===== src/rtl/panel_pkg.sv =====
// Shared encodings and default timing for the panel input path.
package panel_pkg;

  typedef enum logic [1:0] {
    STABLE_LO = 2'd0,
    WAIT_HI   = 2'd1,
    STABLE_HI = 2'd2,
    WAIT_LO   = 2'd3
  } db_state_t;

  typedef enum logic [1:0] {
    S_LOW   = 2'd0,
    S_HIGH  = 2'd1,
    S_GUARD = 2'd2
  } step_state_t;

  localparam int unsigned DEF_DEBOUNCE_CYCLES  = 1000000;
  localparam int unsigned DEF_STEP_HIGH_CYCLES = 50000;
  localparam int unsigned DEF_SW_W             = 2;

  function automatic int unsigned cnt_width(input int unsigned a, input int unsigned b);
    return $clog2(((a > b) ? a : b) + 1);
  endfunction

endpackage


===== src/rtl/panel_input_conditioner_debounce_cell.sv =====
// Two-flop synchroniser followed by a counting debouncer for a W-bit input vector.
module debounce_cell
  import panel_pkg::*;
#(
  parameter int unsigned W      = 1,
  parameter int unsigned CYCLES = DEF_DEBOUNCE_CYCLES,
  parameter int unsigned CNT_W  = cnt_width(CYCLES, CYCLES)
) (
  input  logic         CLK,
  input  logic         Reset,
  input  logic [W-1:0] raw,
  output logic [W-1:0] level,
  output logic         update
);

  localparam logic [CNT_W-1:0] LAST = CNT_W'(CYCLES - 1);

  logic [W-1:0]     sync1, sync2, cand, cand_nxt, level_nxt;
  logic [CNT_W-1:0] cnt, cnt_nxt;
  logic             update_nxt;
  db_state_t        state, state_nxt;

  // For W>1 the LO/HI half of the state name follows bit 0 only; a new
  // candidate vector during a wait restarts the count in the same wait state.
  always_comb begin
    state_nxt  = state;
    cnt_nxt    = cnt;
    cand_nxt   = cand;
    level_nxt  = level;
    update_nxt = 1'b0;
    case (state)
      STABLE_LO, STABLE_HI: begin
        if (sync2 != level) begin
          state_nxt = level[0] ? WAIT_LO : WAIT_HI;
          cand_nxt  = sync2;
          cnt_nxt   = '0;
        end
      end
      default: begin
        if (sync2 == level) begin
          state_nxt = level[0] ? STABLE_HI : STABLE_LO;
          cnt_nxt   = '0;
        end else if (sync2 != cand) begin
          cand_nxt = sync2;
          cnt_nxt  = '0;
        end else if (cnt == LAST) begin
          state_nxt  = cand[0] ? STABLE_HI : STABLE_LO;
          level_nxt  = cand;
          update_nxt = 1'b1;
          cnt_nxt    = '0;
        end else if (cnt != '1) begin
          cnt_nxt = cnt + 1'b1;
        end
      end
    endcase
  end

  always_ff @(posedge CLK or posedge Reset) begin
    if (Reset) begin
      sync1  <= '0;
      sync2  <= '0;
      cand   <= '0;
      level  <= '0;
      update <= 1'b0;
      cnt    <= '0;
      state  <= STABLE_LO;
    end else begin
      sync1  <= raw;
      sync2  <= sync1;
      cand   <= cand_nxt;
      level  <= level_nxt;
      update <= update_nxt;
      cnt    <= cnt_nxt;
      state  <= state_nxt;
    end
  end

endmodule


===== src/rtl/panel_input_conditioner.sv =====
// Button/switch conditioning for the single-step CPU demo: debounced levels,
// one step pulse per accepted press and a stretched, guarded step clock.
module panel_input_conditioner
  import panel_pkg::*;
#(
  parameter int unsigned DEBOUNCE_CYCLES  = DEF_DEBOUNCE_CYCLES,
  parameter int unsigned STEP_HIGH_CYCLES = DEF_STEP_HIGH_CYCLES,
  parameter int unsigned SW_W             = DEF_SW_W
) (
  input  logic            CLK,
  input  logic            Reset,
  input  logic            Button,
  input  logic [SW_W-1:0] SW,
  output logic            btn_level,
  output logic            step_pulse,
  output logic            step_clk,
  output logic [SW_W-1:0] sw_sel,
  output logic            sw_changed
);

  localparam int unsigned      CNT_W     = cnt_width(DEBOUNCE_CYCLES, STEP_HIGH_CYCLES);
  localparam logic [CNT_W-1:0] STEP_LAST = CNT_W'(STEP_HIGH_CYCLES - 1);

  logic             btn_upd;
  logic [CNT_W-1:0] step_cnt, step_cnt_nxt;
  step_state_t      step_state, step_nxt;

  debounce_cell #(.W(1), .CYCLES(DEBOUNCE_CYCLES), .CNT_W(CNT_W)) u_btn (
    .CLK    (CLK),
    .Reset  (Reset),
    .raw    (Button),
    .level  (btn_level),
    .update (btn_upd)
  );

  debounce_cell #(.W(SW_W), .CYCLES(DEBOUNCE_CYCLES), .CNT_W(CNT_W)) u_sw (
    .CLK    (CLK),
    .Reset  (Reset),
    .raw    (SW),
    .level  (sw_sel),
    .update (sw_changed)
  );

  // Presses landing outside S_LOW are dropped, not queued.
  always_comb begin
    step_pulse = btn_upd & btn_level & (step_state == S_LOW);
  end

  always_comb begin
    step_nxt     = step_state;
    step_cnt_nxt = step_cnt;
    case (step_state)
      S_LOW: begin
        if (step_pulse) begin
          step_nxt     = S_HIGH;
          step_cnt_nxt = '0;
        end
      end
      S_HIGH, S_GUARD: begin
        if (step_cnt == STEP_LAST) begin
          step_nxt     = (step_state == S_HIGH) ? S_GUARD : S_LOW;
          step_cnt_nxt = '0;
        end else if (step_cnt != '1) begin
          step_cnt_nxt = step_cnt + 1'b1;
        end
      end
      default: begin
        step_nxt     = S_LOW;
        step_cnt_nxt = '0;
      end
    endcase
  end

  always_ff @(posedge CLK or posedge Reset) begin
    if (Reset) begin
      step_state <= S_LOW;
      step_cnt   <= '0;
      step_clk   <= 1'b0;
    end else begin
      step_state <= step_nxt;
      step_cnt   <= step_cnt_nxt;
      step_clk   <= (step_nxt == S_HIGH);
    end
  end

endmodule

===== config.mk =====
export PLATFORM = sky130hd
export DESIGN_NAME = panel_input_conditioner
export DESIGN_NICKNAME = d
export VERILOG_FILES = /design/src/rtl/panel_pkg.sv /design/src/rtl/panel_input_conditioner_debounce_cell.sv /design/src/rtl/panel_input_conditioner.sv
export SDC_FILE = /design/constraint.sdc
export NUM_CORES = 1
export LEC_CHECK = 0
export CAP_MARGIN = 25
export CORE_ASPECT_RATIO = 1.25
export CORE_UTILIZATION = 40
export CTS_BUF_LIST = sky130_fd_sc_hd__clkbuf_8
export DETAILED_ROUTE_END_ITERATION = 10
export MAX_ROUTING_LAYER = met4
export PLACE_DENSITY = 0.54
export SYNTH_ARGS = -nofsm -noshare
export SYNTH_HDL_FRONTEND = slang
export SYNTH_SLANG_ARGS = --single-unit
export TNS_END_PERCENT = 1

===== constraint.sdc =====
create_clock -name CLK -period 4.1 [get_ports CLK]
set_input_delay 1.23 -clock CLK [delete_from_list [all_inputs] [get_ports CLK]]
set_output_delay 1.23 -clock CLK [all_outputs]
set_load 0.03 [all_outputs]

==> results of run 1 <==
sequential cells by signal (all words and copies together), names as in the netlist:
name          count
u_sw.sync2        2
u_sw.cnt         20
u_btn.level       1
u_btn.sync2       1
u_btn.update      1
u_sw.cand         2
u_sw.sync1        2
u_btn.cnt        20
step_cnt         20
u_sw.level        2
step_state        2
u_btn.cand        1
u_sw.state        1
u_sw.update       1
step_clk          1
u_btn.state       1
u_btn.sync1       1
worst max path at each step:
stage | slack, ns | endpoint | cells after the start
final | 0.94 | step_pulse | 4
after global routing | 0.81 | step_pulse | 4
after CTS | 0.91 | step_pulse | 4
after detailed placement | 1.31 | step_pulse | 4
after global placement | 1.37 | step_pulse | 4
after floorplan | 0.85 | step_clk | 1
critical path, cell delays in order (launching register included):
cell and delay (ns):
dfrtp_1 0.42, inv_1 0.09, ha_1 0.20, and3_1 0.19, clkdlybuf4s50_1 0.67
cells in the final DEF, fill, tap and decap left out, types with 3 or more instances in the layout:
cell type,synthesis,layout
o21a_1,3,3
mux2i_1,5,5
mux2_2,4,4
xnor2_1,4,4
nor2b_1,3,3
inv_1,21,20
o31ai_1,9,9
xor2_1,6,6
ha_1,6,6
dfrtp_1,79,79
o2bb2ai_1,3,3
nand2_1,51,51
clkinv_4,0,3
a22o_1,6,6
a21oi_1,26,26
nand3_1,34,34
a41oi_1,3,3
a21o_1,7,7
nor3_1,16,16
or2_2,3,3
a31oi_1,17,17
or3_1,9,9
o21ai_0,17,17
o21ai_1,5,5
o31a_1,5,5
and4_1,4,4
or4_1,7,7
o22ai_1,4,4
nand2b_1,3,3
clkdlybuf4s50_1,0,10
clkbuf_8,0,10
nor2_1,42,42
nor4_1,7,7
nand4_1,24,24
a31o_1,3,3
and3_1,6,6
o22a_1,3,3
buf_4,5,4
metal layers:
metal	global-route usage [%]	vias to the layer above	part of all wire, %
li1	-	1944	-
met4	7.09	0	1.4
met3	3.47	14	3.3
met2	32.2	72	49
met1	25.7	1980	46
met5	-	-	0
area by class of cell:
type | instances | area, sq um | share of cell area [%]
clock buffer | 10 | 138 | 2.72
timing repair buffer | 14 | 130 | 2.57
sequential | 79 | 1980 | 39.1
inverter | 21 | 80.1 | 1.58
tap | 135 | 169 | 3.34
clock inverter | 6 | 93.8 | 1.86
multi-input combinational | 392 | 2470 | 48.8
power breakdown:
part	total, W	leakage (nW)	internal, W	switching, W
Clock	0.000668	0.113	0.000363	0.000306
Combinational	0.0000763	0.792	0.0000239	0.0000523
Sequential	0.000795	1.07	0.000787	0.00000776
Total	0.00154	1.98	0.00117	0.000366
synth_stat cells, types with 4 or more instances:
| cell type | instances | share of area, % |
|---|---|---|
| or3_1 | 9 | 1.2 |
| o21ai_0 | 17 | 1.8 |
| buf_2 | 6 | 0.65 |
| a21o_1 | 7 | 1.1 |
| inv_1 | 21 | 1.7 |
| a31oi_1 | 17 | 2.3 |
| a22o_1 | 6 | 1.1 |
| and3_1 | 6 | 0.81 |
| o31a_1 | 5 | 0.94 |
| o31ai_1 | 9 | 1.5 |
| buf_4 | 5 | 0.81 |
| clkbuf_1 | 10 | 0.81 |
| nand4_1 | 24 | 3.2 |
| xnor2_1 | 4 | 0.75 |
| dfrtp_1 | 79 | 43 |
| xor2_1 | 6 | 1.1 |
| mux2i_1 | 5 | 1.1 |
| or4_1 | 7 | 1.1 |
| ha_1 | 6 | 1.6 |
| and4_1 | 4 | 0.75 |
| nor4_1 | 7 | 0.94 |
| o21ai_1 | 5 | 0.54 |
| nand3_1 | 34 | 3.7 |
| nor3_1 | 16 | 1.7 |
| mux2_2 | 4 | 0.97 |
| a21oi_1 | 26 | 2.8 |
| nor2_1 | 42 | 3.4 |
| nand2_1 | 51 | 4.1 |
| o22ai_1 | 4 | 0.54 |
logic make-up (layout without fill, tap and decap cells):
logic type,after synthesis,count (layout)
adder cells (fa/ha/maj),6,6
buffers and inverters,43,51
multiplexers,9,9
flip-flops,79,79
AO/OA/AOI/OAI,136,136
AND/OR/NAND/NOR,231,231
XOR/XNOR,10,10
through the flow:
step                cells  hold WS (ns)  total power (W)  area [sq um]
global placement      641         0.333         0.000887          4830
finish                657         0.351          0.00154          5060
CTS                   657         0.356          0.00157          5060
floorplan             514         0.331         0.000868          4640
global route          657         0.358          0.00161          5060
detailed placement    641         0.336         0.000889          4830
==> results.md, run 1 <==
- Status: complete, no violations
- CTS Buf Count: 9
- Vias in the first global route: about 3900
- Dpl hpwl: approximately 7.5 mm
- Die Y: between 100 and 150 microns
- Commonest register cell after synthesis: dfrtp_1
- Pleak: around 2.0 nW
- Final antenna-violating net count: 0
- Worst vdd ir: about 0.16 mV
- WP data required: approximately 2.9 ns
- Total iterations of the first detailed-routing run: 5
- WL per Instance: 16.4 microns
- # clock sinks: 79
- Max-slew violation count: 0
- Core area: 11200 sq um
- Synth async-reset ratio: between 90% and 100%
- Post-Synth Simple-Gate Area: a little over a quarter
- Post-Synthesis Cells: roughly 510
- Yosys warns: 0
- Mux contribution to synthesized area: under 10%
- Clk root buf: clkbuf_8
- Worst setup margin: ~0.94 ns
- Clock Latency Late Sink: around 0.36 ns
- Initial DRC Count: ~170
- Gr usage total: between 20% and 30%
- Largest net degree at the start of global routing: 47
- Min-delay worst type: flop to flop
- Post-cts sizing count: 0
- HP Start: u_sw.sync1[0]
- Synth cell types: between 70 and 80
- Gpl congestion: roughly 0.90
- Reg2reg start: step_cnt[0]
- Port Buffers: 10
- N_diodes: 0
- Via count: roughly 4000
- Crit path from: step_state[1]
- Fin util: roughly 45%
- RSZ-0062 raised after global routing: false
- Crit Reg-Reg Endpoint: step_cnt[14]
- Row Count: between 40 and 50
- Worst slack, placed: roughly 1.3 ns
- H-tree depth: 3
- Final setup vio count: 0
- Hold endpoint: u_sw.sync2[0]
- R2R depth: 6
- Antenna violations before repair: 0
- Synthesized flop and latch total: about 80
- Crit share post-route: about three quarters
- Post-synthesis xor/xnor area fraction: under 10%
- First-pass GRT wire length: about 19 mm
- Post-Synth Adder-Cell Area: approximately 1.6%
- Final setup skew: approximately 0.011 ns
- Fmax: 0.317 GHz
- Reg clk slew, reported paths: around 0.080 ns
- Critical Path Source Type: flop
- Overall die area: 12000 sq um
- Area grow syn2layout: 8.95%
- Arrival time of the worst setup path: approximately 1.9 ns
- Syn avg cell area: around 9 sq um
- Share of layout cells above drive strength 1: 8.62%
- TritonCTS clock tree: done
- Reg2Reg Setup Slack: 1.55 ns
- Rel. slew slack: 45.5%
- Worst Tran Pin Value: between 0.8 and 0.9 ns
- Syn_nets: about 530
- Max clock buf depth: 2
- Type of destination of the critical path: primary output
- Largest family of logic cells by synthesized area: simple AND/OR/NAND/NOR gates
- Fillers: around 1100
- Number of synthesized flops with an enable pin: 0
- Die Wd: a little under 100 microns
- Via density: roughly 6
- NumNets Final: about 530
- Final min period: about 3.2 ns
- CP max FO: 4
- Final hold vios: 0
- Max-cap viol count: 0
- Synth Area in Compound Gates: 21.0%
- PwrDens: just over 300 nW/um^2
- Crit path kind: flop to primary output
- Mapped Area: around 4600 sq um
- Total wire length: about 11 mm
- Post-CTS Setup Repair Bufs: 0
- Initial core utilization: about two fifths
- Hold buffer count at CTS: 0
- IO Count: 11
- Setup TNS: 0 ns
- Seq/Total Area, Yosys: roughly 43%
- Grt ovf: 0
- Hold path depth: 0
- DR DRC count: 0
Power figures use the tool's default switching activity.
==> inputs of run 2 (changes only) <==
==> constraint.sdc (replaced) <==
create_clock -name CLK -period 2.97 [get_ports CLK]
set_input_delay 0.891 -clock CLK [delete_from_list [all_inputs] [get_ports CLK]]
set_output_delay 0.891 -clock CLK [all_outputs]
set_load 0.03 [all_outputs]
==> run 2 against run 1 <==
- die area is the same
- first-iteration DRC count increased by 21%
- critical path type unchanged
- largest power group unchanged
- largest cell class unchanged
- sequential cell count unchanged
- clock skew shrank 0.0011 ns
==> results.md, run 2 (same netlist as run 1, synthesis figures left out) <==
- Largest net degree at the start of global routing: 60 (+28%)
- Dpl hpwl: 7.32 mm (-1.8%)
- Area of the multi-input gates: 2470 sq um (unchanged)
- First-pass GRT wire length: 17.5 mm (-6.6%)
- Die Y: 122 microns (unchanged)
- # clock sinks: 79 (unchanged)
- Critical path cell sequence: inv_1 -> ha_1 -> and3_1 -> clkdlybuf4s50_1
- Area grow syn2layout: 9.86%
- Port Buffers: 10 (unchanged)
- Max-slew violation count: 0 (unchanged)
- Worst vdd ir: 0.179 mV (+9.8%)
- Gpl congestion: 0.853 (-5.6%)
- TritonCTS clock tree: done
- Via density: 5.96 (-2.3%)
- Most frequent cells in the layout: dfrtp_1 (79), nand2_1 (51), nor2_1 (42), nand3_1 (34), a21oi_1 (26)
- Share of layout cells above drive strength 1: 8.80% (+0.17 points)
- Worst slack, placed: 0.538 ns (-0.777 ns)
- Clock Latency Late Sink: 0.36 ns (about the same)
- RSZ-0062 raised after global routing: false
- Type of destination of the critical path: primary output
- Fillers: 1093 (-1.5%)
- Post-CTS Setup Repair Bufs: 0 (unchanged)
- N_diodes: 0 (unchanged)
- H-tree depth: 3 (unchanged)
- IO Count: 11 (unchanged)
- Gr usage total: 18.6% (-1.5 points)
- Worst Tran Pin Value: 0.675 ns (-0.142 ns)
- Grt ovf: 0 (unchanged)
- Arrival time of the worst setup path: 1.91 ns (-0.02 ns)
- Clk root buf: clkbuf_8
- Max-cap viol count: 0 (unchanged)
- Final setup vio count: 0 (unchanged)
- Reg area: 1980 sq um (unchanged)
- Critical Path Source Type: flop
- Total wire length: 10.4 mm (-3.7%)
- Final min period: between 2 and 3 ns
- Post-cts sizing count: 0 (unchanged)
- Status: complete, no violations
- Final hold vios: 0 (unchanged)
- Hold buffer count at CTS: 0 (unchanged)
- Min-delay worst type: flop to flop
- Core area: 11200 sq um (unchanged)
- Worst setup margin: 0.168 ns (-0.775 ns)
- Initial core utilization: 41.5% (unchanged)
- CP delay by family, top: buffers and inverters
- Largest registers: step_cnt (20), u_btn.cnt (20), u_sw.cnt (20)
- Total iterations of the first detailed-routing run: 5 (unchanged)
- Via count: 3923 (-2.2%)
- Antenna violations before repair: 0 (unchanged)
- Crit share post-route: 94.3%
- WP data required: 2.08 ns (-0.79 ns)
- Max clock buf depth: 2 (unchanged)
- Final setup skew: 0.0104 ns (-0.00110 ns)
- Die Wd: 98.4 microns (unchanged)
- Setup TNS: 0 ns (unchanged)
- NumNets Final: 529 (+0.19%)
- WL per Instance: 15.7 microns (-3.8%)
- DR DRC count: 0 (unchanged)
- Hold Slack: 0.355 ns (+0.00334 ns)
- Final antenna-violating net count: 0 (unchanged)
- CP max FO: 4 (unchanged)
- Reg clk slew, reported paths: 0.09 ns (about the same)
- CP max-delay cell: clkdlybuf4s50_1
- Leading cell type in the layout, fill and taps excluded: dfrtp_1
- Rel. slew slack: 55.0% (+9.5 points)
- Critical Path Max Stage Delay: 0.67 ns (about the same)
- Vias in the first global route: 3709 (-4.0%)
- Initial DRC Count: 210 (+21%)
- Buf/Inv on CP: 2 (unchanged)
- Pleak: 2.00 nW (+1.1%)
- Fmax: ~0.36 GHz
- Row Count: 43 (unchanged)
- Overall die area: 12000 sq um (unchanged)
- Crit path kind: flop to primary output
- CTS Buf Count: 9 (unchanged)
- PwrDens: 433 nW/um^2 (+42%)
[run 2: cell types whose count changed in the layout (fill, tap and decap cells not counted), sizes merged]
cell      previous run  this run
buf                  4         5
clkinvlp             1         0
inv                 20        21
clkinv               4         3
bufinv               2         3
[run 2: where the power goes]
part	switching [W]	internal (W)	leakage (nW)
Clock	0.000417	0.000587	0.127
Sequential	0.0000105	0.00109	1.07
Combinational	0.0000712	0.0000341	0.800
[run 2: stage by stage]
step / cell area, sq um / cells / total power (W) / utilization [%]
2_1_floorplan: 4640 / 514 / 0.00120 / -
3_3_place_gp: 4850 / 642 / 0.00122 / 43.3
3_5_place_dp: 4850 / 642 / 0.00123 / 43.3
4_1_cts: 5100 / 658 / 0.00224 / 45.6
5_1_grt: 5100 / 658 / 0.00229 / 45.6
6_report: 5100 / 658 / 0.00221 / 45.6
[run 2: worst paths after layout]
check                         startpoint       endpoint  slack (ns)  cells after the start
max                        step_state[1]     step_pulse        0.17                      4
min                        u_sw.sync1[0]  u_sw.sync2[0]        0.35                      0
max reg2reg                u_sw.sync2[0]   u_sw.cnt[10]        0.54                      5
min reg2reg                u_sw.sync1[0]  u_sw.sync2[0]        0.35                      0
max in group asynchronous          Reset   step_cnt[14]        1.53                      3
min in group asynchronous          Reset   u_btn.cnt[4]        0.82                      2
[run 2: metal layers]
layer  vias up  track usage, %  routed length [microns]
met5         -               -                        0
met1      1898            23.2                     4900
met4         0            5.88                      119
met3         9            3.08                      355
met2        65            30.9                     4990
li1       1951               -                        -
[run 2: area by class of cell]
| cell class | count | area share [%] |
|---|---|---|
| well taps | 135 | 3.31 |
| flip-flops and latches | 79 | 38.8 |
| clock buffers | 10 | 2.70 |
| multi-input cells | 392 | 48.4 |
| repair buffers | 15 | 2.94 |
| inverters | 21 | 1.57 |
| clock inverters | 6 | 2.28 |
